==> src/rtl/stream_loopback_fifo.sv <==
// stream_loopback_fifo
// Valid/ready loopback buffer: beats accepted upstream are stored in a
// DEPTH-entry FIFO and replayed in order downstream. An optional forced gap
// of DELAY idle cycles follows every downstream transfer.
module stream_loopback_fifo #(
  parameter int DW    = 32,
  parameter int DEPTH = 4,
  parameter int DELAY = 0
) (
  input  logic                       clk,
  input  logic                       rst,
  input  logic                       up_valid,
  input  logic [DW-1:0]              up_data,
  output logic                       up_ready,
  output logic                       down_valid,
  output logic [DW-1:0]              down_data,
  input  logic                       down_ready,
  output logic [$clog2(DEPTH):0]     level
);

  localparam int AW = $clog2(DEPTH);
  localparam int LW = AW + 1;
  // A zero DELAY still needs a one-bit counter so the gating logic stays uniform.
  localparam int GW = (DELAY > 0) ? $clog2(DELAY + 1) : 1;

  logic [DW-1:0] mem [DEPTH];
  logic [AW-1:0] wr_ptr_reg;
  logic [AW-1:0] rd_ptr_reg;
  logic [LW-1:0] level_reg;
  logic [GW-1:0] gap_cnt_reg;

  logic push;
  logic pop;

  // Handshake gating is built only from registered state and rst, so neither
  // up_valid nor down_ready can ripple through to the opposite port.
  always_comb begin
    up_ready   = rst & (level_reg != LW'(DEPTH));
    down_valid = (level_reg != '0) & (gap_cnt_reg == '0);
    push       = up_valid & up_ready;
    pop        = down_valid & down_ready;
    down_data  = mem[rd_ptr_reg];
    level      = level_reg;
  end

  // Storage array; contents survive reset, only the pointers are cleared.
  always_ff @(posedge clk) begin
    if (push) begin
      mem[wr_ptr_reg] <= up_data;
    end
  end

  // Pointers, occupancy and gap counter; reset discards any stored beats.
  always_ff @(posedge clk or negedge rst) begin
    if (!rst) begin
      wr_ptr_reg  <= '0;
      rd_ptr_reg  <= '0;
      level_reg   <= '0;
      gap_cnt_reg <= '0;
    end else begin
      if (push) begin
        wr_ptr_reg <= wr_ptr_reg + AW'(1);
      end
      if (pop) begin
        rd_ptr_reg <= rd_ptr_reg + AW'(1);
      end
      case ({push, pop})
        2'b10:   level_reg <= level_reg + LW'(1);
        2'b01:   level_reg <= level_reg - LW'(1);
        default: level_reg <= level_reg;
      endcase
      // Loading only on a pop means a raised down_valid can never be withdrawn.
      if (pop) begin
        gap_cnt_reg <= GW'(DELAY);
      end else if (gap_cnt_reg != '0) begin
        gap_cnt_reg <= gap_cnt_reg - GW'(1);
      end
    end
  end

endmodule
==> config.mk <==
export PLATFORM = sky130hd
export DESIGN_NAME = stream_loopback_fifo
export DESIGN_NICKNAME = d
export VERILOG_FILES = /design/src/rtl/stream_loopback_fifo.sv
export SDC_FILE = /design/constraint.sdc
export NUM_CORES = 1
export LEC_CHECK = 0
export CAP_MARGIN = 20
export CORE_MARGIN = 2
export CORE_UTILIZATION = 35
export CTS_CLUSTER_DIAMETER = 50
export CTS_CLUSTER_SIZE = 8
export DETAILED_ROUTE_END_ITERATION = 16
export HOLD_SLACK_MARGIN = 0.05
export SLEW_MARGIN = 20
export SYNTH_ARGS = -nofsm -noshare
export SYNTH_HDL_FRONTEND = slang
export SYNTH_SLANG_ARGS = --single-unit
==> constraint.sdc <==
create_clock -name clk -period 3.35 [get_ports clk]
set_input_delay 0.335 -clock clk [delete_from_list [all_inputs] [get_ports clk]]
set_output_delay 0.335 -clock clk [all_outputs]
set_load 0.01 [all_outputs]
==> results of run 1 <==
[placed cells by master, fill, tap and decap left out]
cell	instances
sky130_fd_sc_hd__a21boi_0	1
sky130_fd_sc_hd__buf_12	5
sky130_fd_sc_hd__edfxtp_1	128
sky130_fd_sc_hd__bufinv_16	1
sky130_fd_sc_hd__xnor2_1	3
sky130_fd_sc_hd__nor2_1	2
sky130_fd_sc_hd__o31a_1	1
sky130_fd_sc_hd__fa_1	1
sky130_fd_sc_hd__mux4_2	28
sky130_fd_sc_hd__or3_1	1
sky130_fd_sc_hd__mux2i_1	1
sky130_fd_sc_hd__clkdlybuf4s50_1	72
sky130_fd_sc_hd__clkinv_1	6
sky130_fd_sc_hd__clkbuf_1	3
sky130_fd_sc_hd__ha_1	5
sky130_fd_sc_hd__nand2_1	2
sky130_fd_sc_hd__dfrtp_2	2
sky130_fd_sc_hd__clkbuf_16	17
sky130_fd_sc_hd__a21oi_2	1
sky130_fd_sc_hd__mux2_2	1
sky130_fd_sc_hd__and2_2	4
sky130_fd_sc_hd__dfrtp_1	5
sky130_fd_sc_hd__xor2_1	3
sky130_fd_sc_hd__mux4_1	4
sky130_fd_sc_hd__clkinv_2	2
sky130_fd_sc_hd__inv_1	6
[metal layers]
metal / global-route usage / wire length (µm) / vias up
li1: - / - / 1038
met1: 0.154 / 3890 / 1200
met2: 0.196 / 4480 / 63
met3: 0.0464 / 479 / 10
met4: 0.0575 / 112 / 0
met5: 0 / 0 / -
[kinds of logic (layout without fill, tap and decap cells)]
| kind of cell | count (synthesis) | in the layout | synth area share |
|---|---|---|---|
| xor+xnor | 6 | 6 | 0.0103 |
| compound gates | 3 | 3 | 0.00491 |
| buf+inv | 14 | 112 | 0.0221 |
| mux | 34 | 34 | 0.149 |
| simple gates | 9 | 9 | 0.00909 |
| fa+ha+maj | 6 | 6 | 0.0162 |
| flops | 135 | 135 | 0.789 |
[layout make-up]
class                      instances  share of cell area
sequential                       135               0.613
clock buffer                      20              0.0665
tap                              184              0.0351
inverter                           6             0.00343
clock inverter                     9             0.00953
timing repair buffer              77               0.125
multi-input combinational         58               0.148
[power breakdown]
group          leakage [nW]  internal, W  switching [W]
Clock                 0.244     0.000985       0.000606
Combinational         0.678     0.000943       0.000619
Sequential             1.24      0.00208       0.000190
Total                  2.16      0.00400        0.00142
[worst max path at each step]
stage	start	endpoint	slack, ns	depth (start not counted)
6_report	rd_ptr_reg[0]	down_data[1]	0.61	3
4_1_cts	rd_ptr_reg[0]	down_data[1]	0.52	3
5_1_grt	rd_ptr_reg[0]	down_data[1]	0.49	3
2_1_floorplan	level[0]	mem[0][0]	1.33	3
3_3_place_gp	rst	mem[1][14]	0.89	5
3_5_place_dp	rst	mem[1][13]	0.82	5
[per-stage QoR]
step / cell area, µm² / std cells / worst slack [ns] / hold WS [ns]
after global placement: 6060 / 460 / 0.892 / 0.557
after CTS: 6560 / 489 / 0.525 / 0.206
after detailed placement: 6060 / 460 / 0.825 / 0.573
after floorplan: 5090 / 207 / 1.33 / 0.0394
final: 6560 / 489 / 0.610 / 0.223
after global routing: 6560 / 489 / 0.490 / 0.214
==> results by stage, run 1 <==
GRT:
- The number of antenna violations at the first check in global routing was 0.
- The total global routing track utilization is 0.125.
- The maximum number of pins on one net before global-route repair is 34.
- The via count of the first global-routing pass came to 2,544.
- For this run the aggregate overflow at the end of global routing stands at 0.
- The first global-routing pass estimated 14,200 µm of wire.

Worst setup path:
- Data arrives at the worst endpoint at 2.41 ns.
- For the worst flop-to-flop path, the logic depth is 9.
- Walking the worst path, the cells encountered are buf_12 -> mux4_1 -> clkdlybuf4s50_1.
- Together, buffers and inverters on the worst path number 2.
- The required time at the endpoint of the critical path is 3.01 ns.
- Along the worst path, the maximum fanout reaches 26.
- The largest single stage delay on the critical path is 0.63 ns.
- The worst setup path is of the reg -> out kind.
- The cell with the biggest individual delay on the critical path is sky130_fd_sc_hd__mux4_1.
- The startpoint type of the worst setup path is a register.
- The worst register-to-register path has a setup slack of 1.41 ns.
- The worst register-to-register path ends at level[2].
- Broken down by cell family, the worst path's largest delay share belongs to buffers and inverters.
- The nature of the critical path endpoint is an output pin.
- The launch instance of the worst register-to-register path is level[0].

Clock tree:
- The number of clock sinks seen by CTS is 135.
- The longest clock path from root to sink contains 2 buffers.
- The clock tree root buffer cell is sky130_fd_sc_hd__clkbuf_16.
- The post-CTS setup buffer count is 0.
- TritonCTS built the clock tree.
- The later-pin clock latency in the skew report is 0.41 ns.
- The number of hold buffers added after CTS is 0.
- The deepest level of the CTS H-tree is 4.
- Clock-pin slew was measured on the worst setup and hold paths at 0.05 ns.
- The number of gates given a new drive strength after cts is 0.
- The clock buffer count from CTS is 17.

Drt:
- The number of nets with antenna violations after routing is 0.
- For this run, the detailed router's first-pass iteration total came to 4.
- The total number of vias is 2,311.
- The total wire length is 8960 µm.
- For this block, the initial DRC count from the detailed router was 102.
- The post-detailed-route wirelength per cell is 18.3 µm.
- Dividing the detail-routed via count by the number of cells gives 4.73.
- The post-route DRC violation count is 0.

Timing:
- The worst path needs 2.74 ns of the cycle, external delays included.
- At the pin with the least slew margin, the transition time is 0.842 ns.
- Headroom to the max-slew limit came out at 0.439.
- Dividing the final minimum period by the clock period gives 0.818.
- The hold violation count in the final report is 0.
- The max-slew violation count is 0.
- Setup repair after global routing left no endpoint under its margin.
- Setup total negative slack on the finished layout was measured at 0 ns.
- The highest achievable clock rate is 0.365 GHz.
- On the final layout, the worst clock skew is 0.00807 ns.
- Setup violations remaining at the end of the flow were counted as 0.

Synthesis:
- Counting flops with a built-in enable in the synthesized netlist gives 128.
- Counting every instance in the synthesized netlist gives 207.
- Yosys printed 0 warnings.
- The number of nets handed over by synthesis was 249.
- The cell area after synthesis is 5090 µm².
- Counting flops with an async set or reset pin after synthesis yields a share of 0.0519.
- The register area share after synthesis is 0.789.
- The average instance in the mapped netlist occupies 24.6 µm².
- Ranked by instance count, the synthesized netlist is headed by 128 x sky130_fd_sc_hd__edfxtp_1, 28 x sky130_fd_sc_hd__mux4_2, 7 x sky130_fd_sc_hd__dfrtp_1.
- By instance count, the leading cell after synthesis is sky130_fd_sc_hd__edfxtp_1.
- The leading register cell type out of synthesis is sky130_fd_sc_hd__edfxtp_1.
- The register bit count reported by yosys is 135.
- Of the post-synthesis cell area, the dominant cell type holds 0.754.
- Summed over all instances, the cell type with the most area after synthesis is sky130_fd_sc_hd__edfxtp_1.
- The netlist uses 22 different library cells.
- Sorting the synthesized cells by area gives the leading types as sky130_fd_sc_hd__edfxtp_1 75%, sky130_fd_sc_hd__mux4_2 12%, sky130_fd_sc_hd__dfrtp_1 3.4%.

Place:
- Detailed placement finished with a half-perimeter wire length of 5440 µm.
- Buffers placed on the I/O ports in this run total 72.
- Routability-driven placement finished with a final weighted congestion of 0.629.

Pwr:
- Summing internal, switching and leakage power gives 0.00542 W.
- The power per cell area is 826 nW/µm².
- Across the VDD grid, the largest voltage drop is 0.371 mV.
- In this run the static leakage power is 2.16 nW.

Die:
- The floorplan has 44 rows.
- The die extent in x is 125 µm.
- The initial utilization of the core area, before any placement, comes to 0.355.
- The area of the core region is 14,400 µm².
- The top-level port count is 73.
- The floorplan step set the die height to 125 µm.
- The area of the die is 15,500 µm².

Layout:
- The area growth from synthesis to final layout is 28.8%.
- The number of fillers in the final layout is 1,197.
- The register with the most flip-flops in the layout has 128 of them.
- In the final layout, the share of cells above drive strength 1 is 0.200.
- The final layout contains 337 nets.
- The utilization of the core after routing is 0.457.
- The number of diodes added for antenna fixing is 0.
- In the final layout, flip-flops and latches occupy 4020 µm².
- In the final layout, the multi-input gates occupy 968 µm².

Run status:
- The run finished with clean final reports.

Job:
- The max capacitance violation total is 0.

Hold path:
- The classification of the worst-slack hold path is in -> async.
Note: power is estimated with default switching activity, not from simulation.
==> run 2: changes to the inputs <==
clock period = 2.28 ns   (was 3.35 ns; I/O delays follow)
==> run 2 against run 1 <==
Register-to-register slack worse by 1.0 ns. Worst hold slack got worse by 0.11 ns. Clock power grew 86%. Count of clock-buffer cells in the layout decreased by 3. Largest cell class unchanged. Largest power group unchanged.
==> results by stage, run 2 (synthesis gave the netlist of run 1 again) <==
Worst setup path:
- The type of the setup path with the least slack is reg -> out (unchanged).
- The largest fanout on the critical path is 10 (was 26).
- The kind of cell with the highest combined delay on the critical path is buffers and inverters (unchanged).
- The critical path arrival is 1.94 ns (was 2.41 ns).
- The cell with the biggest individual delay on the critical path is sky130_fd_sc_hd__mux4_2 (was sky130_fd_sc_hd__mux4_1).
- The nature of the critical path endpoint is an output pin (unchanged).
- The stage delay of the slowest cell on the critical path is 0.51 ns (was 0.63 ns).
- The buffering stage count on the worst path with inverters included is 3 (was 2).
- The startpoint type of the worst setup path is a register (unchanged).
- Critical path, cell by cell: buf_12 -> buf_16 -> mux4_2 -> dlygate4sd2_1 (was buf_12 -> mux4_1 -> clkdlybuf4s50_1).
- The required time at the endpoint of the critical path was 2.05 ns (was 3.01 ns).

Pwr:
- The internal power was 0.00628 W (was 0.00400 W).
- The power per cell area is 1260 nW/µm² (was 826 nW/µm²).
- The reported net switching power is 0.00224 W (was 0.00142 W).
- The combinational share of power is 0.279 (was 0.288).
- The maximum VDD drop is 0.477 mV (was 0.371 mV).
- The standby leakage power came to 2.34 nW (was 2.16 nW).
- The clock network fraction of design power is 0.348 (was 0.294).
- The sequential power share is 0.373 (was 0.418).
- The fraction of power spent switching nets was 0.263 (was 0.261).

Layout:
- The final-stage net count came to 348 (was 337).
- The final standard cell area without fillers is 6760 µm² (was 6560 µm²).
- The number of diodes added for antenna fixing is 0 (unchanged).
- Commonest cells after routing, fill and taps aside: 128 x sky130_fd_sc_hd__edfxtp_1, 40 x sky130_fd_sc_hd__clkdlybuf4s50_1, 32 x sky130_fd_sc_hd__dlygate4sd2_1, 28 x sky130_fd_sc_hd__mux4_2, 17 x sky130_fd_sc_hd__clkbuf_16 (was 128 x sky130_fd_sc_hd__edfxtp_1, 72 x sky130_fd_sc_hd__clkdlybuf4s50_1, 28 x sky130_fd_sc_hd__mux4_2, 17 x sky130_fd_sc_hd__clkbuf_16).
- The flip-flop count of the largest register, all copies and words added is 128 (unchanged).
- The number of non-filler instances in the completed layout is 503 (was 489).
- The number of fillers in the final layout is 1,196 (was 1,197).
- The share of layout cells above drive strength 1 is 0.263 (was 0.200).
- The area growth from synthesis to final layout was 32.8% (was 28.8%).
- The leading cell type in the layout, fill and taps excluded is sky130_fd_sc_hd__edfxtp_1 (unchanged).
- The register area is 4020 µm² (unchanged).
- The area taken by multi-input logic gates is 968 µm² (unchanged).

Clock tree:
- The clock buffer count from CTS is 17 (unchanged).
- The number of clock sinks seen by CTS is 135 (unchanged).
- The clock tree root buffer cell is sky130_fd_sc_hd__clkbuf_16 (unchanged).
- The post-CTS clock slew at the launch and capture registers of the worst setup and hold paths is 0.06 ns (was 0.05 ns).
- The number of buffers between clock root and the deepest sink was 2 (unchanged).
- The deepest level of the CTS H-tree is 4 (unchanged).
- The later-pin clock latency in the skew report is 0.42 ns (was 0.41 ns).
- The TritonCTS clock tree is yes (unchanged).

GRT:
- The number of antenna violations at the first check in global routing is 0 (unchanged).
- The maximum number of pins on one net before global-route repair is 33 (was 34).
- The via count of the first global-routing pass came to 2,594 (was 2,544).
- The global-route wire length before repair is 14,600 µm (was 14,200 µm).
- The total global routing track utilization is 0.130 (was 0.125).
- The total global routing overflow is 0 (unchanged).

Timing:
- The max-slew violation count is 0 (unchanged).
- The sum of negative setup slack was 0 ns (unchanged).
- The total setup violations reported at the end of the flow was 0 (unchanged).
- The final clock skew is 0.00439 ns (was 0.00807 ns).
- The time the worst path needs with I/O delays and setup is 2.16 ns.
- Unrepaired setup endpoints after global routing: no (unchanged).
- Timing would allow up to 0.462 GHz.
- The worst slack on hold paths is 0.112 ns (was 0.223 ns).
- The slew at the pin closest to its max-slew limit was 0.330 ns (was 0.842 ns).
- The worst relative slew slack is 0.780 (was 0.439).
- The portion of the clock cycle consumed by the worst path in the final layout is 0.949.
- The hold violation count in the final report is 0 (unchanged).

Die:
- The die extent in x came to 125 µm (unchanged).
- The area of the core region is 14,400 µm² (unchanged).
- The area of the die was 15,500 µm² (unchanged).
- The top-level port count is 73 (unchanged).
- The number of placement rows was 44 (unchanged).
- The effective utilization at floorplan was 0.355 (unchanged).
- The die boundary height is 125 µm (unchanged).

Drt:
- The total wire length is 9280 µm (was 8960 µm).
- The number of nets with antenna violations after routing is 0 (unchanged).
- The post-route DRC violation count is 0 (unchanged).
- The number of DRC markers after the initial detailed-route iteration was 186 (was 102).
- The total number of vias is 2,399 (was 2,311).
- The number of vias per cell is 4.77 (was 4.73).
- The post-detailed-route wirelength per cell is 18.4 µm (was 18.3 µm).
- The number of detailed-route iterations in the first pass is 4 (unchanged).

Place:
- The total half-perimeter wirelength after legalization and detailed placement is 5360 µm (was 5440 µm).
- The post-place instance area is 6100 µm² (was 6060 µm²).
- The count of buffers from port buffering is 72 (unchanged).
- The number of cells in the design after placement is 468 (was 460).
- The placer's final routability congestion estimate is 0.695 (was 0.629).

Job:
- The max capacitance violation total is 0 (unchanged).

Run status:
- Outcome: finished clean (unchanged).

Hold path:
- The classification of the worst-slack hold path is in -> async (unchanged).
run 2: cell types whose count changed in the layout (fill, tap and decap cells not counted), sizes merged:
cell	previous run	this run
buf	5	16
clkinv	8	7
dlygate4sd2	0	32
clkbuf	20	17
inv	6	8
clkdlybuf4s50	72	40
clkinvlp	0	1
bufinv	1	5
run 2: cell type report:
| cell class | count | share of cell area |
|---|---|---|
| clock inverter | 15 | 0.0333 |
| timing repair buffer | 88 | 0.129 |
| clock buffer | 17 | 0.0629 |
| sequential | 135 | 0.595 |
| inverter | 6 | 0.00333 |
| tap | 184 | 0.0340 |
| multi-input combinational | 58 | 0.143 |
run 2: metal layers:
metal	wire (µm)	up-vias	track usage
met5	0	-	0
met4	114	0	0.0535
met3	442	11	0.0438
met2	4660	67	0.205
met1	4070	1253	0.164
li1	-	1068	-
run 2: worst paths after layout:
| path | start | end | slack [ns] | cells after the start |
|---|---|---|---|---|
| setup / recovery | rd_ptr_reg[0] | down_data[5] | 0.12 | 4 |
| hold / removal | rst | level[0] | 0.11 | 2 |
| setup reg to reg | level[0] | level[2] | 0.39 | 9 |
| hold reg to reg | level[0] | level[0] | 0.58 | 1 |
| max in group asynchronous | rst | rd_ptr_reg[0] | 2.03 | 2 |
| min in group clk | up_data[25] | mem[0][25] | 0.44 | 1 |
run 2: power by group through the flow:
| stage | Combinational, W | Sequential [W] | Clock, W |
|---|---|---|---|
| 2_1_floorplan | 0.00147 | 0.00319 | 0 |
| 3_3_place_gp | 0.00256 | 0.00321 | 0 |
| 3_5_place_dp | 0.00257 | 0.00322 | 0 |
| 4_1_cts | 0.00245 | 0.00318 | 0.00303 |
| 5_1_grt | 0.00260 | 0.00321 | 0.00312 |
| 6_report | 0.00238 | 0.00318 | 0.00296 |
run 2: repair_timing:
item                       4_1_cts  5_1_grt
hold buffers                     0        0
buffers inserted                 2        0
setup endpoints to repair       28        0
resized for setup               33        0
run 2: per-stage QoR:
step | total power (W) | utilization | setup WS, ns
2_1_floorplan | 0.00466 | - | 0.260
3_3_place_gp | 0.00577 | 0.424 | 0.311
3_5_place_dp | 0.00580 | 0.424 | 0.252
4_1_cts | 0.00867 | 0.471 | 0.0777
5_1_grt | 0.00893 | 0.471 | 0.0534
6_report | 0.00852 | 0.471 | 0.116
